## src/rtl/arm_dp_alu.sv

```systemverilog
// ARM data-processing ALU: 16 opcodes plus CLZ.
// One-cycle registered result and NZCV flags.
module arm_dp_alu (
    input  logic        clk_in,
    input  logic        reset_in,
    input  logic [31:0] s_in,
    input  logic [31:0] t_in,
    input  logic [3:0]  alucontrol_in,
    input  logic        carry_in,
    input  logic        ctrl_clz_in,
    output logic [31:0] result_out,
    output logic        carry_flag_out,
    output logic        negative_flag_out,
    output logic        overflow_flag_out,
    output logic        zero_flag_out
);

    logic [31:0] add_x;
    logic [31:0] add_y;
    logic        add_cin;
    logic        is_arith;
    logic [32:0] sum;
    logic [5:0]  clz_cnt;
    logic [31:0] res_d;
    logic        c_d;
    logic        v_d;

    // Every arithmetic opcode maps onto one 33-bit adder: X + Y + cin.
    always_comb begin
        add_x    = '0;
        add_y    = '0;
        add_cin  = 1'b0;
        is_arith = 1'b1;
        unique case (alucontrol_in)
            4'b0010, 4'b1010: begin
                add_x   = s_in;
                add_y   = ~t_in;
                add_cin = 1'b1;
            end
            4'b0011: begin
                add_x   = t_in;
                add_y   = ~s_in;
                add_cin = 1'b1;
            end
            4'b0100, 4'b1011: begin
                add_x   = s_in;
                add_y   = t_in;
                add_cin = 1'b0;
            end
            4'b0101: begin
                add_x   = s_in;
                add_y   = t_in;
                add_cin = carry_in;
            end
            4'b0110: begin
                add_x   = s_in;
                add_y   = ~t_in;
                add_cin = carry_in;
            end
            4'b0111: begin
                add_x   = t_in;
                add_y   = ~s_in;
                add_cin = carry_in;
            end
            default: is_arith = 1'b0;
        endcase
    end

    assign sum = {1'b0, add_x} + {1'b0, add_y} + {32'd0, add_cin};

    // Highest set bit is visited last, so it sets the final count.
    always_comb begin
        clz_cnt = 6'd32;
        for (int i = 0; i < 32; i++) begin
            if (t_in[i]) clz_cnt = 6'(31 - i);
        end
    end

    always_comb begin
        res_d = sum[31:0];
        c_d   = carry_in;
        v_d   = 1'b0;
        if (ctrl_clz_in) begin
            res_d = {26'd0, clz_cnt};
        end else if (is_arith) begin
            res_d = sum[31:0];
            c_d   = sum[32];
            v_d   = (add_x[31] == add_y[31]) && (sum[31] != add_x[31]);
        end else begin
            unique case (alucontrol_in)
                4'b0000, 4'b1000: res_d = s_in & t_in;
                4'b0001, 4'b1001: res_d = s_in ^ t_in;
                4'b1100:          res_d = s_in | t_in;
                4'b1101:          res_d = t_in;
                4'b1110:          res_d = s_in & ~t_in;
                4'b1111:          res_d = ~t_in;
                default:          res_d = sum[31:0];
            endcase
        end
    end

    always_ff @(posedge clk_in) begin
        if (!reset_in) begin
            result_out        <= '0;
            carry_flag_out    <= 1'b0;
            negative_flag_out <= 1'b0;
            overflow_flag_out <= 1'b0;
            zero_flag_out     <= 1'b0;
        end else begin
            result_out        <= res_d;
            carry_flag_out    <= c_d;
            negative_flag_out <= res_d[31];
            overflow_flag_out <= v_d;
            zero_flag_out     <= (res_d == 32'd0);
        end
    end

endmodule

```

## config.mk

```make
export PLATFORM = sky130hd
export DESIGN_NAME = arm_dp_alu
export DESIGN_NICKNAME = d
export VERILOG_FILES = /design/src/rtl/arm_dp_alu.sv
export SDC_FILE = /design/constraint.sdc
export NUM_CORES = 1
export LEC_CHECK = 0
export ABC_AREA = 1
export BUFFER_PORTS_ARGS = -buffer_cell sky130_fd_sc_hd__buf_2
export CAP_MARGIN = 5
export CORE_MARGIN = 10
export CORE_UTILIZATION = 60
export DETAILED_ROUTE_END_ITERATION = 10
export GPL_ROUTABILITY_DRIVEN = 0
export PLACE_DENSITY = 0.87
export SETUP_SLACK_MARGIN = 0.05
export SYNTH_ARGS = -nofsm -noshare
export SYNTH_HDL_FRONTEND = slang
export SYNTH_SLANG_ARGS = --single-unit
export TNS_END_PERCENT = 100
```

## constraint.sdc

```tcl
create_clock -name clk_in -period 11.51 [get_ports clk_in]
set_clock_uncertainty 0.15 [all_clocks]
set_input_delay 1.7265 -clock clk_in [delete_from_list [all_inputs] [get_ports clk_in]]
set_output_delay 1.7265 -clock clk_in [all_outputs]
set_load 0.01 [all_outputs]
```

==> results.md <==
- Root buf cell: clkbuf_8
- Worst path bufs/invs: 3
- Peak supply drop: roughly 0.058 mV
- Placement Rows: 36
- DP Cell Count: 1144
- Final Routed Wirelength: approximately 21000 microns
- Worst setup EP type: flip-flop
- Global route overflow: 0
- Grt met3 use: under 10%
- Final Hold Viols: 0
- Global-route wire length before repair: 33500 microns
- Cell Area, Placed: between 6000 and 7000 sq um
- Relative slew slack: between 20% and 30%
- Die H: ~120 microns
- Die area: 14200 sq um
- Post-route cell area: 6540 sq um
- HP Start: reset_in
- Drt initial violations: 920
- Routed Antenna Nets: 0
- CP max FO: 64
- Io pins: around 110
- Avg Cell Area, Syn: approximately 6.3 sq um
- Initial antenna violation count: 0
- Initial DRT Pass Iterations: 9
- CTS Buffer Depth: 2
- Layout cells sized above 1: 17.7%
- Status: finished, final reports clean
- Vias in the first global route: 6890
- Flops & latches, synth: 35
- Crit path time final: between 6000 and 7000 ps
- Met1 GRT Util: around 32%
- Non-Filler Instances: 1151
- MaxCap Viol Count: 0
- Top Usage Layer GRT: met2
- Diodes inserted: 0
- Die width: 119 microns
- Hold depth: 2
- Synth Flop Type: dfxtp_1
- RSZ-0062 raised after global routing: no
- Nets: ~1200
- DR WL/cell: around 18 microns
- Crit path max-delay family: simple AND/OR/NAND/NOR gates
- Synth warn: 0
- Synthesis-to-finish area growth: 10.6%
- Setup TNS: 0 ps
- CP required: around 12000 ps
- Max Clk Rate: roughly 0.15 GHz
- Worst-path clk slew: ~70 ps
- CTS Buf Count: 5
- # setup viols final: 0
- Setup Fix Bufs, Post-CTS: 0
- IO buf count: about 110
- Cts hold-fix bufs: 0
- Unique masters post-synth: 58
- Sequential fraction of the synthesis area: between 10% and 20%
- H-Tree Depth: 2
- Worst-margin pin slew: between 1000 and 1500 ps
- TritonCTS clock tree: done
- Crit start category: input port
- Leakage: 3.08 nW
- Post-synth EDFFs: 0
- Critical-path top delay cell: inv_2
- Mapped Cells: ~940
- CP Depth: 26
- Worst Hold Class: in -> reg
- CP arrival: roughly 6600 ps
- Vias post-DR: about 7300
- Via density: between 6 and 7
- Synthesized area: approximately 6000 sq um
- PD cells: 82.5 nW/um^2
- # DRC: 0
- Crit-path max cell delay: 730 ps
- Global Route Usage Sum: 27.7%
- # resized after CTS: 0
- Fin. max-slew vios: 0
- Fraction of registers with async set/reset: 0%
- Most frequent cells in the layout: nand2_1, buf_2, nor2_1
- Critical setup path kind: in -> reg
- Met2 Track Usage GR: a little under half
- Core area: around 9700 sq um
- Syn Nets: 1078
- Sink Count: 35
- Largest net degree at the start of global routing: 65
- HPWL after DPL: approximately 15000 microns
- Starting Density: 61.0%
- Tcrit/Tclk final: between 50 and 60%
- CP startpoint: alucontrol_in[1]
- Power Total: about 0.00054 W
- Commonest non-fill, non-tap cell in the layout: nand2_1
==> area by class of cell <==
class,count,area (sq um)
clock buffers,6,82.6
clock inverters,1,5.00
fillers,900,3150
inverters,122,458
multi-input cells,742,4550
flip-flops and latches,35,701
well taps,133,166
repair buffers,112,573
==> synthesized netlist by cell type, types with 3 or more instances <==
| cell type | n | area [sq um] |
|---|---|---|
| a31oi_1 | 7 | 43.8 |
| clkinv_1 | 19 | 71.3 |
| nand2_1 | 171 | 642 |
| nor4_1 | 3 | 18.8 |
| buf_2 | 9 | 45.0 |
| a221oi_1 | 8 | 70.1 |
| o221ai_1 | 33 | 289 |
| o21ai_2 | 3 | 26.3 |
| a211oi_1 | 6 | 45.0 |
| inv_1 | 81 | 304 |
| nor3_1 | 6 | 30.0 |
| a41oi_1 | 3 | 26.3 |
| a21oi_2 | 3 | 26.3 |
| nand4_1 | 14 | 87.6 |
| inv_2 | 22 | 82.6 |
| o22ai_1 | 59 | 369 |
| o211ai_1 | 6 | 45.0 |
| a21oi_1 | 77 | 385 |
| xnor2_1 | 7 | 61.3 |
| nor2_2 | 3 | 18.8 |
| dfxtp_1 | 35 | 701 |
| nor2_1 | 98 | 368 |
| clkbuf_1 | 27 | 101 |
| xor2_1 | 12 | 105 |
| nand3_1 | 39 | 195 |
| ha_1 | 63 | 788 |
| o21ai_0 | 43 | 215 |
| o21ai_1 | 23 | 115 |
| a2111oi_0 | 5 | 43.8 |
| o2111ai_1 | 9 | 78.8 |
| nand2_2 | 7 | 43.8 |
| clkbuf_8 | 3 | 41.3 |
==> per-stage QoR <==
step	setup slack, ps	hold WS [ps]	util (%)
after floorplan	5950	1700	-
final	4970	1550	67.5
after global placement	5010	1830	66.6
after global routing	4530	1550	67.5
after CTS	5040	1550	67.5
after detailed placement	4830	1840	66.6
==> path summary, 6_finish.rpt <==
kind,slack [ps],end
worst max-delay path,4970,zero_flag_out
worst min-delay path,1550,result_out[3]
==> state kept, by name, indices dropped and copies added, names as in the netlist <==
| signal | flops |
|---|---|
| result_out | 32 |
| carry_flag_out | 1 |
| overflow_flag_out | 1 |
| zero_flag_out | 1 |
==> power breakdown <==
group,internal (W),leakage (nW),switching [W]
clock network,0.0000469,0.0470,0.0000442
registers,0.000131,0.287,0.00000279
logic,0.000111,2.75,0.000204
==> routing by layer <==
layer,share of wire [%],wire length (microns)
met2,46,9670
met1,38,7930
met4,5.3,1100
met5,0,0
met3,10,2120
==> cells by family (layout without fill, tap and decap cells) <==
family | count (synthesis) | in the layout | synth area share [%]
XOR/XNOR | 19 | 19 | 2.82
AND/OR/NAND/NOR | 353 | 353 | 25.6
AO/OA/AOI/OAI | 305 | 305 | 34.5
adder cells (fa/ha/maj) | 65 | 65 | 14.0
buffers and inverters | 164 | 241 | 11.2
flip-flops | 35 | 35 | 11.9
Note: power is estimated with default switching activity, not from simulation.
